===== config.mk =====
export PLATFORM = sky130hd
export DESIGN_NAME = hazard_control_flat
export DESIGN_NICKNAME = d
export VERILOG_FILES = /design/src/rtl/hazard_control_if.sv /design/src/rtl/hazard_control.sv /design/src/flat_wrapper.sv
export SDC_FILE = /design/constraint.sdc
export NUM_CORES = 1
export LEC_CHECK = 0
export BUFFER_PORTS_ARGS = -buffer_cell sky130_fd_sc_hd__buf_4
export CAP_MARGIN = 25
export CORE_ASPECT_RATIO = 1.25
export CORE_MARGIN = 2
export CORE_UTILIZATION = 54
export DETAILED_ROUTE_END_ITERATION = 10
export PLACE_DENSITY = 0.8
export SYNTH_ARGS = -nofsm -noshare
export SYNTH_HDL_FRONTEND = slang
export SYNTH_SLANG_ARGS = --single-unit

===== constraint.sdc =====
create_clock -name clk -period 2.1 [get_ports clk]
set_clock_uncertainty 0.05 [all_clocks]
set_input_delay 0.105 -clock clk [delete_from_list [all_inputs] [get_ports clk]]
set_output_delay 0.105 -clock clk [all_outputs]
set_load 0.01 [all_outputs]

===== src/rtl/hazard_control_if.sv =====
// Decode/execute hazard bus between the pipeline and hazard_control.
interface hazard_control_if;
   logic [4:0]  a0;
   logic [4:0]  a1;
   logic [4:0]  a2_hazard;
   logic        dec_en_reg_wr;
   logic [2:0]  dec_ld_code;
   logic        jmp_taken;
   logic        mem_busy;
   logic        dec_stall;
   logic        dec_squash;
   logic        hold_fetch;
   logic [1:0]  fwd_sel_a;
   logic [1:0]  fwd_sel_b;
   logic [15:0] bubble_cnt;

   modport master (
      output a0, a1, a2_hazard, dec_en_reg_wr, dec_ld_code, jmp_taken, mem_busy,
      input  dec_stall, dec_squash, hold_fetch, fwd_sel_a, fwd_sel_b, bubble_cnt
   );

   modport slave (
      input  a0, a1, a2_hazard, dec_en_reg_wr, dec_ld_code, jmp_taken, mem_busy,
      output dec_stall, dec_squash, hold_fetch, fwd_sel_a, fwd_sel_b, bubble_cnt
   );
endinterface


===== src/rtl/hazard_control.sv =====
// Pipeline hazard control: EX/MEM/WB scoreboard, interlock/forward select, jump squash.
// Define HAZARD_FORWARD_EN for load-use-only stalls with operand forwarding.
module hazard_control #(
   parameter int unsigned SQUASH_CYCLES = 2,
   parameter logic [2:0]  LD_MEM        = 3'b001
) (
   input  logic             clk,
   input  logic             rst,
   hazard_control_if.slave  bus
);

   localparam int unsigned SB_DEPTH = 3;
   localparam int unsigned CW       = (SQUASH_CYCLES > 1) ? $clog2(SQUASH_CYCLES) : 1;
   localparam logic [CW-1:0] SQ_LOAD = CW'(SQUASH_CYCLES - 1);

   typedef struct packed {
      logic       valid;
      logic [4:0] rd;
      logic       is_load;
   } sb_entry_t;

   // index 0 = EX, 1 = MEM, 2 = WB
   sb_entry_t             sb [SB_DEPTH];
   logic [CW-1:0]         sq_cnt;
   logic [15:0]           bubble_q;

   logic [SB_DEPTH-1:0]   hit_a;
   logic [SB_DEPTH-1:0]   hit_b;
   logic                  hazard;
   logic                  squashing;
   logic                  bubble;
   logic                  squash;
   logic [1:0]            sel_a;
   logic [1:0]            sel_b;

   function automatic logic src_hit(input sb_entry_t e, input logic [4:0] s);
      return e.valid && (e.rd == s) && (s != 5'd0);
   endfunction

   function automatic logic [1:0] youngest(input logic [SB_DEPTH-1:0] h);
      if (h[0])      return 2'd1;
      else if (h[1]) return 2'd2;
      else if (h[2]) return 2'd3;
      else           return 2'd0;
   endfunction

   // Source match against every scoreboard stage
   always_comb begin
      hit_a = '0;
      hit_b = '0;
      for (int i = 0; i < SB_DEPTH; i++) begin
         hit_a[i] = src_hit(sb[i], bus.a0);
         hit_b[i] = src_hit(sb[i], bus.a1);
      end
   end

`ifdef HAZARD_FORWARD_EN
   // Only a load still in EX cannot be forwarded in time
   always_comb begin
      hazard = (hit_a[0] | hit_b[0]) & sb[0].is_load;
      sel_a  = youngest(hit_a);
      sel_b  = youngest(hit_b);
   end
`else
   always_comb begin
      hazard = (|hit_a) | (|hit_b);
      sel_a  = youngest(hit_a) & 2'b00;
      sel_b  = youngest(hit_b) & 2'b00;
   end
`endif

   // A jump (or its trailing squash) takes priority over a hazard stall
   always_comb begin
      squashing = bus.jmp_taken | (sq_cnt != '0);
      bubble    = hazard & ~squashing;
      squash    = squashing | bubble;
   end

   assign bus.dec_squash = squash;
   assign bus.hold_fetch = bus.mem_busy | bubble;
   assign bus.dec_stall  = bus.mem_busy;
   assign bus.fwd_sel_a  = sel_a;
   assign bus.fwd_sel_b  = sel_b;
   assign bus.bubble_cnt = bubble_q;

   // Scoreboard advances with the pipeline and freezes while memory is busy
   always_ff @(posedge clk or negedge rst) begin
      if (!rst) begin
         for (int i = 0; i < SB_DEPTH; i++) sb[i] <= '0;
      end else if (!bus.mem_busy) begin
         sb[0] <= '{valid:   bus.dec_en_reg_wr & ~squash,
                    rd:      bus.a2_hazard,
                    is_load: (bus.dec_ld_code == LD_MEM)};
         sb[1] <= sb[0];
         sb[2] <= sb[1];
      end
   end

   always_ff @(posedge clk or negedge rst) begin
      if (!rst) begin
         sq_cnt <= '0;
      end else if (bus.jmp_taken) begin
         sq_cnt <= SQ_LOAD;
      end else if (!bus.mem_busy && (sq_cnt != '0)) begin
         sq_cnt <= sq_cnt - CW'(1);
      end
   end

   always_ff @(posedge clk or negedge rst) begin
      if (!rst) begin
         bubble_q <= '0;
      end else if (bubble && !bus.mem_busy && (bubble_q != 16'hFFFF)) begin
         bubble_q <= bubble_q + 16'd1;
      end
   end

endmodule


===== src/flat_wrapper.sv =====
// flat-port wrapper written by rule: the top's interface ports become plain ports
module hazard_control_flat 
#(
   parameter int unsigned SQUASH_CYCLES = 2,
   parameter logic [2:0]  LD_MEM        = 3'b001
)
  (clk, rst, bus_a0, bus_a1, bus_a2_hazard, bus_dec_en_reg_wr, bus_dec_ld_code, bus_jmp_taken, bus_mem_busy, bus_dec_stall, bus_dec_squash, bus_hold_fetch, bus_fwd_sel_a, bus_fwd_sel_b, bus_bubble_cnt);
  hazard_control_if bus_i ();
  input  logic clk;
  input  logic rst;
  input wire logic [$bits(bus_i.a0)-1:0] bus_a0;
  input wire logic [$bits(bus_i.a1)-1:0] bus_a1;
  input wire logic [$bits(bus_i.a2_hazard)-1:0] bus_a2_hazard;
  input wire logic [$bits(bus_i.dec_en_reg_wr)-1:0] bus_dec_en_reg_wr;
  input wire logic [$bits(bus_i.dec_ld_code)-1:0] bus_dec_ld_code;
  input wire logic [$bits(bus_i.jmp_taken)-1:0] bus_jmp_taken;
  input wire logic [$bits(bus_i.mem_busy)-1:0] bus_mem_busy;
  output wire logic [$bits(bus_i.dec_stall)-1:0] bus_dec_stall;
  output wire logic [$bits(bus_i.dec_squash)-1:0] bus_dec_squash;
  output wire logic [$bits(bus_i.hold_fetch)-1:0] bus_hold_fetch;
  output wire logic [$bits(bus_i.fwd_sel_a)-1:0] bus_fwd_sel_a;
  output wire logic [$bits(bus_i.fwd_sel_b)-1:0] bus_fwd_sel_b;
  output wire logic [$bits(bus_i.bubble_cnt)-1:0] bus_bubble_cnt;
  assign bus_i.a0 = bus_a0;
  assign bus_i.a1 = bus_a1;
  assign bus_i.a2_hazard = bus_a2_hazard;
  assign bus_i.dec_en_reg_wr = bus_dec_en_reg_wr;
  assign bus_i.dec_ld_code = bus_dec_ld_code;
  assign bus_i.jmp_taken = bus_jmp_taken;
  assign bus_i.mem_busy = bus_mem_busy;
  assign bus_dec_stall = bus_i.dec_stall;
  assign bus_dec_squash = bus_i.dec_squash;
  assign bus_hold_fetch = bus_i.hold_fetch;
  assign bus_fwd_sel_a = bus_i.fwd_sel_a;
  assign bus_fwd_sel_b = bus_i.fwd_sel_b;
  assign bus_bubble_cnt = bus_i.bubble_cnt;
  hazard_control #(.SQUASH_CYCLES(SQUASH_CYCLES), .LD_MEM(LD_MEM)) u_core (.clk(clk), .rst(rst), .bus(bus_i));
endmodule

==> flow_metrics.tcl <==
set metrics [dict create \
    track_usage 0.250 \
    leakage_nw 1.28 \
    cts_tree "yes" \
    grt_pass1_vias 1735 \
    fin_crit_sh 0.992 \
    drive_gt1_frac 0.477 \
    yosysWarnings 0 \
    nets 287 \
    yosysTopAreaCell "dfrtp_1" \
    ctsHtreeMaxLevel 2 \
    irDropWorstVdd_v 0.000632 \
    max_freq_mhz 480 \
    postSynthCellCount 183 \
    crit_type "reg -> reg" \
    use_met3 0.0535 \
    wl_per_cell_um 16.9 \
    viasPerCell 5.73 \
    clock_latency_ns 0.29 \
    required_ns 2.22 \
    fin_cells 303 \
    fp.dieH_um 72.2 \
    numCtsBuffers 5 \
    arrival_ns 2.21 \
    detail_route.iter0.violations 83 \
    maxCapViolations 0 \
    ys_seq_area_frac 0.436 \
    clk_pin_slew_ns 0.07 \
    area_growth_pct 42.6 \
    outcome "complete, but fails checks" \
    row_count 24 \
    fill_cells 220 \
    io_pins 46 \
    multi_input_area_um2 1200 \
    worst_pin_slew_ns 0.553 \
    hold_class "in -> reg" \
    grt_pass1_wl_mm 8.01 \
    vias 1737 \
    first_pass_iters 7 \
    drt_drc_violations_left 3 \
    synth.top_cell.area_share 0.436 \
    fp.dieW_um 58.6 \
    grt_remaining_overflow 0 \
    use_met1 0.295 \
    dp_hpwl_mm 3.25 \
    gp_congestion 0.887 \
    critPathLaunch "u_core.sb[1]$_DFFE_PN0N_" \
    ys_seq_elements 35 \
    slew-limit-headroom 0.628 \
    holdWs_ns 0.00337 \
    cts_root_buffer "clkbuf_8" \
    total_power_mw 1.68 \
    setup_viol 0 \
    hold_viol_final 0 \
    dp.cells 277 \
    worstPathMaxFanout 5 \
    antenna_found_initial 0 \
    clock-sinks 35 \
    seqCellArea_um2 877 \
    gr-max-usage-layer "met2" \
    pwr_density_cell_nw_per_um2 585 \
    core_area_um2 3540 \
    syn-cell-area_um2 2010 \
    ys_types 38 \
    r2r-start "u_core.sb[1]$_DFFE_PN0N_" \
    drt_wl_total_mm 5.11 \
    global_route.usage.met2 0.446 \
    ant_nets 0 \
    period_needed_ns 2.08 \
    n_antenna_cell 0 \
    grt_max_degree 36 \
    io_buffers 38 \
    synth_area_leaders "dfrtp_1 44%, xnor2_1 13%, mux2_2 11%, xor2_1 5.2%, nand2_1 3.4%" \
    hp-start "bus_a2_hazard[1]" \
    critPathCaptureType "flip-flop" \
    initial_utilization 0.567 \
    finalMaxSlewViolations 0 \
    cp-start-kind "flip-flop" \
    rsz0062_at_grt "true" \
    cts_buffer_depth 2 \
    failed_checks "design-rule violations" \
    synth.avg_cell_area_um2 11.0 \
    dieArea_um2 4230 \
]
[cells in the mapped netlist]
cell and number:
a21o_1 1, inv_1 2, nand4b_1 1, a32o_1 1, o21a_1 1, o211ai_1 2
xnor2_1 30, ha_1 1, a21oi_4 1, or4_1 2, nor2_1 2, mux2_4 1
dfrtp_1 35, nand4_1 10, o31ai_1 2, nand3_1 3, and4_1 1, nand2_1 18
buf_6 1, and2_1 1, mux2_2 19, clkbuf_1 2, nor3_1 2, a2111o_1 1
xor2_1 12, o21ai_1 1, buf_4 5, buf_1 1, o22ai_1 3, conb_1 1
and3_1 1, or2_2 2, a2111oi_0 4, and2_2 1, a21oi_2 1, clkbuf_8 1
a21oi_1 5, a211oi_1 5
[registers in the layout, indices dropped and copies added (netlist names)]
name and count:
u_core.sb 18, u_core.bus.bubble_cnt 16, u_core.sq_cnt 1
[critical path: stages (launching register included)]
cell and delay (ns):
dfrtp_1 0.44, xnor2_2 0.16, nand4_1 0.16, o22ai_2 0.25
a21oi_4 0.08, buf_4 0.17, buf_4 0.16, a2111o_1 0.40
o21a_1 0.11
[timing repair]
action | CTS | global route
hold buffers | 5 | 0
pin swaps | 8 | 7
buffers inserted | 9 | 4
gates resized for setup | 9 | 19
endpoints found under the hold margin | 39 | 0
setup endpoints to repair | 4 | 13
[final timing paths]
kind / end / slack [ns] / cells past startpoint
max: u_core.bus.bubble_cnt[14]$_DFFE_PN0P_ / 0.02 / 8
min: u_core.sb[16]$_DFFE_PN0N_ / 0.003 / 2
max reg2reg: u_core.bus.bubble_cnt[14]$_DFFE_PN0P_ / 0.02 / 8
min reg2reg: u_core.bus.bubble_cnt[14]$_DFFE_PN0P_ / 0.47 / 1
max in group asynchronous: u_core.sb[19]$_DFFE_PN0N_ / 1.42 / 2
min in group asynchronous: u_core.sb[5]$_DFFE_PN0N_ / 0.25 / 2
[placed cells by master (no fill, tap or decap), drive strengths merged, types with 4 or more instances in the layout]
cell / count
a211oi: 5
clkbuf: 8
conb: 4
nand2: 18
dfrtp: 35
xnor2: 30
xor2: 12
mux2: 20
a2111oi: 4
dlygate4sd3: 5
a21oi: 7
buf: 75
nand4: 10
[power breakdown]
part	internal [mW]	total, mW	switching, mW
sequential	0.727	0.796	0.0694
clock	0.299	0.539	0.239
combinational	0.207	0.342	0.135
total	1.23	1.68	0.444
[per-layer routing]
metal | wire (um) | share of wire | vias up
li1 | - | - | 812
met1 | 2020 | 0.39 | 860
met2 | 2750 | 0.54 | 55
met3 | 250 | 0.049 | 10
met4 | 93 | 0.018 | 0
met5 | 0 | 0 | -
[final cells by class]
cell class | instances | area share
clock buffer | 8 | 0.0349
inverter | 2 | 0.00262
multi-input combinational | 139 | 0.420
sequential | 35 | 0.306
tap | 39 | 0.0170
timing repair buffer | 80 | 0.220
[kinds of logic (layout without fill, tap and decap cells)]
family / after synthesis / in the layout / share of synthesized area
XOR/XNOR: 42 / 42 / 0.183
AND/OR/NAND/NOR: 44 / 44 / 0.113
AO/OA/AOI/OAI: 28 / 28 / 0.106
adder cells (fa/ha/maj): 1 / 1 / 0.00622
flip-flops: 35 / 35 / 0.436
other: 1 / 4 / 0.00187
multiplexers: 20 / 20 / 0.114
buffers and inverters: 12 / 90 / 0.0404
[metrics by stage]
step | worst slack [ns] | cell area, um^2 | TNS (ns) | util
2_1_floorplan | 0.230 | 2020 | 0 | -
3_3_place_gp | -0.0212 | 2460 | -0.0212 | 0.695
3_5_place_dp | -0.0562 | 2460 | -0.0854 | 0.695
4_1_cts | 0.00966 | 2730 | 0 | 0.771
5_1_grt | -0.0645 | 2870 | -0.333 | 0.809
6_report | 0.0172 | 2870 | 0 | 0.809
Power figures use the tool's default switching activity.
